### src/rtl/cprv_mem_stage_if.sv
// cprv64g data-memory bus between the memory stage and memory.
// Request/acknowledge; request fields hold until ack.
`timescale 1ns/1ps
interface cprv_mem_stage_if #(
  parameter int DATA_WIDTH = 64
);
  logic                    req;
  logic                    we;
  logic [DATA_WIDTH-1:0]   addr;
  logic [DATA_WIDTH-1:0]   wdata;
  logic [7:0]              wstrb;
  logic                    ack;
  logic [DATA_WIDTH-1:0]   rdata;

  modport master (
    output req, we, addr, wdata, wstrb,
    input  ack, rdata
  );

  modport slave (
    input  req, we, addr, wdata, wstrb,
    output ack, rdata
  );
endinterface

### src/rtl/cprv_mem_stage.sv
// cprv64g memory stage: load/store bus access, load alignment/extension.
// Optional CPRV_MEM_MISALIGN_CHK_EN flags misaligned accesses and skips the bus.
`timescale 1ns/1ps
module cprv_mem_stage #(
  parameter int DATA_WIDTH = 64,
  parameter int IMM_WIDTH  = 32
) (
  input  logic                  clk,
  input  logic                  rst_n,
  input  logic                  valid_mem_i,
  output logic                  ready_mem_o,
  input  logic [DATA_WIDTH-1:0] alu_out_mem_i,
  input  logic [DATA_WIDTH-1:0] rs2_data_mem_i,
  input  logic [4:0]            rd_addr_mem_i,
  input  logic                  rd_en_mem_i,
  input  logic [IMM_WIDTH-1:0]  imm_data_mem_i,
  input  logic [6:0]            opcode_mem_i,
  input  logic [2:0]            funct3_mem_i,
  input  logic [6:0]            funct7_mem_i,
  output logic                  valid_wb_o,
  input  logic                  ready_wb_i,
  output logic [4:0]            rd_addr_wb_o,
  output logic                  rd_en_wb_o,
  output logic [IMM_WIDTH-1:0]  imm_data_wb_o,
  output logic [6:0]            opcode_wb_o,
  output logic [2:0]            funct3_wb_o,
  output logic [6:0]            funct7_wb_o,
  output logic [DATA_WIDTH-1:0] alu_out_wb_o,
  output logic [DATA_WIDTH-1:0] mem_data_wb_o,
`ifdef CPRV_MEM_MISALIGN_CHK_EN
  output logic                  misalign_wb_o,
`endif
  cprv_mem_stage_if.master      dmem
);

  localparam logic [6:0] OP_LOAD  = 7'b0000011;
  localparam logic [6:0] OP_STORE = 7'b0100011;

  typedef enum logic [1:0] {
    S_IDLE,
    S_MEM,
    S_HOLD
  } state_t;

  state_t state_q, state_d;

  logic                  accept;
  logic                  is_ls;
  logic                  mis;
  logic                  go_mem;
  logic                  in_mem;
  logic                  is_st;
  logic [2:0]            off;
  logic [7:0]            strb_base;
  logic [DATA_WIDTH-1:0] rs2_q;
  logic [DATA_WIDTH-1:0] sh;
  logic [DATA_WIDTH-1:0] ext;

  assign ready_mem_o = (state_q == S_IDLE)
                     | ((state_q == S_HOLD) & ready_wb_i);
  assign accept = valid_mem_i & ready_mem_o;
  assign is_ls  = (opcode_mem_i == OP_LOAD)
                | (opcode_mem_i == OP_STORE);

`ifdef CPRV_MEM_MISALIGN_CHK_EN
  always_comb begin
    mis = 1'b0;
    case (funct3_mem_i[1:0])
      2'd1:    mis = alu_out_mem_i[0];
      2'd2:    mis = |alu_out_mem_i[1:0];
      2'd3:    mis = |alu_out_mem_i[2:0];
      default: mis = 1'b0;
    endcase
    mis = mis & is_ls;
  end
`else
  assign mis = 1'b0;
`endif

  assign go_mem = is_ls & ~mis;

  always_comb begin
    state_d = state_q;
    unique case (state_q)
      S_IDLE: if (accept) state_d = go_mem ? S_MEM : S_HOLD;
      S_MEM:  if (dmem.ack) state_d = S_HOLD;
      S_HOLD: begin
        if (accept)          state_d = go_mem ? S_MEM : S_HOLD;
        else if (ready_wb_i) state_d = S_IDLE;
      end
      default: state_d = S_IDLE;
    endcase
  end

  always_ff @(posedge clk or negedge rst_n) begin
    if (!rst_n) state_q <= S_IDLE;
    else        state_q <= state_d;
  end

  always_ff @(posedge clk or negedge rst_n) begin
    if (!rst_n) begin
      rd_addr_wb_o  <= '0;
      rd_en_wb_o    <= 1'b0;
      imm_data_wb_o <= '0;
      opcode_wb_o   <= '0;
      funct3_wb_o   <= '0;
      funct7_wb_o   <= '0;
      alu_out_wb_o  <= '0;
      rs2_q         <= '0;
`ifdef CPRV_MEM_MISALIGN_CHK_EN
      misalign_wb_o <= 1'b0;
`endif
    end else if (accept) begin
      rd_addr_wb_o  <= rd_addr_mem_i;
      rd_en_wb_o    <= rd_en_mem_i & ~mis;
      imm_data_wb_o <= imm_data_mem_i;
      opcode_wb_o   <= opcode_mem_i;
      funct3_wb_o   <= funct3_mem_i;
      funct7_wb_o   <= funct7_mem_i;
      alu_out_wb_o  <= alu_out_mem_i;
      rs2_q         <= rs2_data_mem_i;
`ifdef CPRV_MEM_MISALIGN_CHK_EN
      misalign_wb_o <= mis;
`endif
    end
  end

  assign off    = alu_out_wb_o[2:0];
  assign in_mem = (state_q == S_MEM);
  assign is_st  = (opcode_wb_o == OP_STORE);
  assign sh     = dmem.rdata >> {off, 3'b000};

  always_comb begin
    ext = sh;
    case (funct3_wb_o)
      3'd0: ext = {{(DATA_WIDTH-8){sh[7]}}, sh[7:0]};
      3'd1: ext = {{(DATA_WIDTH-16){sh[15]}}, sh[15:0]};
      3'd2: ext = {{(DATA_WIDTH-32){sh[31]}}, sh[31:0]};
      3'd4: ext = {{(DATA_WIDTH-8){1'b0}}, sh[7:0]};
      3'd5: ext = {{(DATA_WIDTH-16){1'b0}}, sh[15:0]};
      3'd6: ext = {{(DATA_WIDTH-32){1'b0}}, sh[31:0]};
      default: ext = sh;
    endcase
  end

  // non-load results carry zero load data
  always_ff @(posedge clk or negedge rst_n) begin
    if (!rst_n)
      mem_data_wb_o <= '0;
    else if (accept)
      mem_data_wb_o <= '0;
    else if (in_mem & dmem.ack & (opcode_wb_o == OP_LOAD))
      mem_data_wb_o <= ext;
  end

  always_comb begin
    strb_base = 8'hFF;
    unique case (1'b1)
      (funct3_wb_o[1:0] == 2'd0): strb_base = 8'h01;
      (funct3_wb_o[1:0] == 2'd1): strb_base = 8'h03;
      (funct3_wb_o[1:0] == 2'd2): strb_base = 8'h0F;
      default:                    strb_base = 8'hFF;
    endcase
  end

  assign valid_wb_o = (state_q == S_HOLD);
  assign dmem.req   = in_mem;
  assign dmem.we    = in_mem & is_st;
  assign dmem.wstrb = (in_mem & is_st) ? (strb_base << off) : 8'h00;
  assign dmem.addr  = {alu_out_wb_o[DATA_WIDTH-1:3], 3'b000};
  assign dmem.wdata = rs2_q << {off, 3'b000};

endmodule

### src/flat_wrapper.sv
// flat-port wrapper written by rule: the top's interface ports become plain ports
module cprv_mem_stage_flat 
#(
  parameter int DATA_WIDTH = 64,
  parameter int IMM_WIDTH  = 32
)
  (clk, rst_n, valid_mem_i, ready_mem_o, alu_out_mem_i, rs2_data_mem_i, rd_addr_mem_i, rd_en_mem_i, imm_data_mem_i, opcode_mem_i, funct3_mem_i, funct7_mem_i, valid_wb_o, ready_wb_i, rd_addr_wb_o, rd_en_wb_o, imm_data_wb_o, opcode_wb_o, funct3_wb_o, funct7_wb_o, alu_out_wb_o, mem_data_wb_o, dmem_req, dmem_we, dmem_addr, dmem_wdata, dmem_wstrb, dmem_ack, dmem_rdata);
  cprv_mem_stage_if #(.DATA_WIDTH(DATA_WIDTH)) dmem_i ();
  input  logic clk;
  input  logic rst_n;
  input  logic valid_mem_i;
  output logic ready_mem_o;
  input  logic [DATA_WIDTH-1:0] alu_out_mem_i;
  input  logic [DATA_WIDTH-1:0] rs2_data_mem_i;
  input  logic [4:0] rd_addr_mem_i;
  input  logic rd_en_mem_i;
  input  logic [IMM_WIDTH-1:0] imm_data_mem_i;
  input  logic [6:0] opcode_mem_i;
  input  logic [2:0] funct3_mem_i;
  input  logic [6:0] funct7_mem_i;
  output logic valid_wb_o;
  input  logic ready_wb_i;
  output logic [4:0] rd_addr_wb_o;
  output logic rd_en_wb_o;
  output logic [IMM_WIDTH-1:0] imm_data_wb_o;
  output logic [6:0] opcode_wb_o;
  output logic [2:0] funct3_wb_o;
  output logic [6:0] funct7_wb_o;
  output logic [DATA_WIDTH-1:0] alu_out_wb_o;
  output logic [DATA_WIDTH-1:0] mem_data_wb_o;
  output wire logic [$bits(dmem_i.req)-1:0] dmem_req;
  output wire logic [$bits(dmem_i.we)-1:0] dmem_we;
  output wire logic [$bits(dmem_i.addr)-1:0] dmem_addr;
  output wire logic [$bits(dmem_i.wdata)-1:0] dmem_wdata;
  output wire logic [$bits(dmem_i.wstrb)-1:0] dmem_wstrb;
  input wire logic [$bits(dmem_i.ack)-1:0] dmem_ack;
  input wire logic [$bits(dmem_i.rdata)-1:0] dmem_rdata;
  assign dmem_req = dmem_i.req;
  assign dmem_we = dmem_i.we;
  assign dmem_addr = dmem_i.addr;
  assign dmem_wdata = dmem_i.wdata;
  assign dmem_wstrb = dmem_i.wstrb;
  assign dmem_i.ack = dmem_ack;
  assign dmem_i.rdata = dmem_rdata;
  cprv_mem_stage #(.DATA_WIDTH(DATA_WIDTH), .IMM_WIDTH(IMM_WIDTH)) u_core (.clk(clk), .rst_n(rst_n), .valid_mem_i(valid_mem_i), .ready_mem_o(ready_mem_o), .alu_out_mem_i(alu_out_mem_i), .rs2_data_mem_i(rs2_data_mem_i), .rd_addr_mem_i(rd_addr_mem_i), .rd_en_mem_i(rd_en_mem_i), .imm_data_mem_i(imm_data_mem_i), .opcode_mem_i(opcode_mem_i), .funct3_mem_i(funct3_mem_i), .funct7_mem_i(funct7_mem_i), .valid_wb_o(valid_wb_o), .ready_wb_i(ready_wb_i), .rd_addr_wb_o(rd_addr_wb_o), .rd_en_wb_o(rd_en_wb_o), .imm_data_wb_o(imm_data_wb_o), .opcode_wb_o(opcode_wb_o), .funct3_wb_o(funct3_wb_o), .funct7_wb_o(funct7_wb_o), .alu_out_wb_o(alu_out_wb_o), .mem_data_wb_o(mem_data_wb_o), .dmem(dmem_i));
endmodule
### config.mk
export PLATFORM = sky130hd
export DESIGN_NAME = cprv_mem_stage_flat
export DESIGN_NICKNAME = d
export VERILOG_FILES = /design/src/rtl/cprv_mem_stage_if.sv /design/src/rtl/cprv_mem_stage.sv /design/src/flat_wrapper.sv
export SDC_FILE = /design/constraint.sdc
export NUM_CORES = 1
export LEC_CHECK = 0
export ABC_AREA = 1
export CORE_AREA = 2 2 222 224
export CTS_CLUSTER_SIZE = 12
export DETAILED_ROUTE_END_ITERATION = 16
export DIE_AREA = 0 0 224 226
export GPL_ROUTABILITY_DRIVEN = 0
export MAX_ROUTING_LAYER = met4
export SKIP_CTS_REPAIR_TIMING = 1
export SLEW_MARGIN = 20
export SYNTH_ARGS = -nofsm -noshare
export SYNTH_HDL_FRONTEND = slang
export SYNTH_SLANG_ARGS = --single-unit
### constraint.sdc
create_clock -name clk -period 2.4 [get_ports clk]
set_input_delay 0.48 -clock clk [delete_from_list [all_inputs] [get_ports clk]]
set_output_delay 0.48 -clock clk [all_outputs]
set_load 0.01 [all_outputs]
==> results.txt <==
Mapped Area: 0.01393 mm2
Final setup viols: 69
Slew at the pin closest to its max-slew limit: 0.8443 ns
Main combinational cell family by area after synthesis: simple AND/OR/NAND/NOR gates
Hold Path Class: in2async
Required @ worst endpoint: 1.92 ns
Crit path capture type: primary output
Port Buffer Count: 571
R2R depth: 12
Xor/xnor share of the synthesized area: 0%
Final min period: 2.646 ns
Failing checks: negative setup slack
Compound-cell area share of the yosys netlist: 9.078%
Die H: 226 um
Commonest cells after routing, fill and taps aside: nand2_1 (960), clkdlybuf4s50_1 (491), dfrtp_1 (246)
Number of top-level pins: 575
Drt first pass iters: 6
Clk Latency, worst-skew pair: 0.58 ns
LEAKAGE: 11.00 nW
Grt total ovfl: 0
Initial antenna violation count: 14
Critical Setup Path Class: reg2out
Final period util: 110.3%
Outcome: finished, violations left
Seq/Total Area, Yosys: 44.72%
Worst-path fanout max: 7
CP max stage cell: dfrtp_4
Max-slew violations: 0
Slew Limit Headroom: 43.71%
Vias in the first global route: 15470
Post-DP HPWL: 48280 um
Num CTS Buffers: 30
Commonest non-fill, non-tap cell in the layout: nand2_1
#FFs+latches synth: 249
Layout cells sized above 1: 14.26%
Reg2reg start: u_core.alu_out_wb_o[0]
Drt via density: 5.011
Syn Inst Count: 1991
Setup ws final: -0.2462 ns
Max cap viols: 0
First-pass GRT wire length: 94740 um
DRC: 0
Worst setup path start: u_core.alu_out_wb_o[0]
Total Routing Usage GR: 25.19%
DR iter-0 viols: 1529
Vias: 15930
Num Clock Sinks: 249
Critical Path Start Type: flop
WL per Instance: 20.90 um
Clock Skews: 0.01104 ns
Simple-gate portion of the synthesized area: 34.73%
Syn avg cell area: 6.999 um2
Die ar.: 0.05062 mm2
Cell Chain, Critical Path: buf_12 > buf_12 > buf_8 > nand2_4 > nand2_4 > o21ai_2 > a21oi_2 > a31o_2 > buf_6
Critical Path AT: 2.17 ns
Mux cell area share after synthesis: 1.652%
Root buffer cell: clkbuf_16
Synth unique cells: 31
Fmax: 377.9 MHz
PD cells: 737.5 mW/mm2
Setup TNS: -8.350 ns
Clock transition at the registers of the reported paths: 0.07 ns
Final core occ: 45.93%
Layout area overhead: 59.34%
Hold Vio Cnt, Final: 0
CTS tree: built
Die W: 224 um
NumNets Final: 2774
Drt total wl: 66420 um
ANT nets after route: 0
R2r setup slk: 0.11 ns
CP max stage delay: 0.49 ns
Largest net degree at the start of global routing: 90
RSZ-0062 raised after global routing: true
Htree depth: 1
Initial Util: 28.82%
Core ar.: 0.04834 mm2
Synthesized-area fraction occupied by adder cells: 0%
R2r endpoint: u_core.mem_data_wb_o[8]
Yosys warning count: 0
Hold_ws: 0.3468 ns
CTS Buffer Depth: 3
Row cnt: 81
Max VDD drop: 0.5321 mV
worst max-delay path by stage:
stage	to	slack, ns	cells past startpoint
after floorplan	dmem_wdata[37]	0.29	6
after global placement	dmem_wdata[26]	-0.13	7
after detailed placement	dmem_wdata[26]	-0.14	7
after CTS	dmem_wdata[26]	-0.77	7
after global routing	dmem_wdata[53]	-0.30	10
final	dmem_wdata[38]	-0.25	9
sequential cells by signal, indices dropped and copies added (netlist names):
register              cells
u_core.imm_data_wb_o     32
u_core.funct3_wb_o        3
u_core.mem_data_wb_o     64
u_core.rd_addr_wb_o       5
u_core.state_q            2
u_core.rd_en_wb_o         1
u_core.funct7_wb_o        7
u_core.rs2_q             64
u_core.alu_out_wb_o      64
u_core.opcode_wb_o        7
per-stage QoR:
stage	std cells	power, mW	area (um2)	setup slack, ns
2_1_floorplan	1993	7.907	13940	0.2900
3_3_place_gp	3096	10.97	20390	-0.1274
3_5_place_dp	3096	10.99	20390	-0.1420
4_1_cts	3152	16.03	21440	-0.7732
5_1_grt	3177	17.20	22200	-0.2953
6_report	3178	16.37	22200	-0.2462
synth_stat cells (all sizes together):
library cell / instances / area, um2
nand2: 990 / 3736
dfrtp: 249 / 6231
nand3: 168 / 860.8
o21ai: 160 / 800.8
buf: 141 / 903.4
inv: 69 / 259.0
clkbuf: 53 / 202.7
a21oi: 52 / 260.3
nor2: 50 / 195.2
mux2i: 23 / 230.2
o211ai: 10 / 75.07
a21o: 7 / 52.55
o22ai: 7 / 43.79
nand4: 4 / 31.28
nor3: 2 / 10.01
o21a: 2 / 15.01
a22o: 1 / 8.760
a31o: 1 / 8.760
and2: 1 / 6.260
conb: 1 / 3.750
per-layer routing:
layer  GRT usage (%)  wire length (um)  vias up
met4           9.978              2680        0
met5               -                 0        -
met2           43.79             33610      826
li1                -                 -     7322
met1           28.52             24950     7618
met3           4.944              5181      160
area by class of cell:
class                           count  area [um2]
Fill cell                        4771       26140
Timing Repair Buffer              691        6928
Tap cell                          622       778.2
Multi-Input combinational cell   1481        6903
Inverter                           69       282.8
Sequential cell                   249        6237
Clock buffer                       45       888.4
Antenna cell                       10       25.02
Clock inverter                     11       161.4
report_power, final:
group | switching (mW) | internal [mW]
logic | 3.45 | 2.84
clock network | 1.96 | 2.97
registers | 0.457 | 4.70
total | 5.86 | 10.5
kinds of logic (layout without fill, tap and decap cells):
logic type	after synthesis	after routing
other cells	1	13
compound gates	240	240
flops	249	249
buf+inv	263	816
mux	23	23
simple gates	1215	1215
critical path, delay by kind of cell (launching register included):
kind            cells  cell delay [ns]
compound gates      3             0.42
buf+inv             4             0.57
flops               1             0.49
simple gates        2             0.11
(Power assumes the default switching activity.)
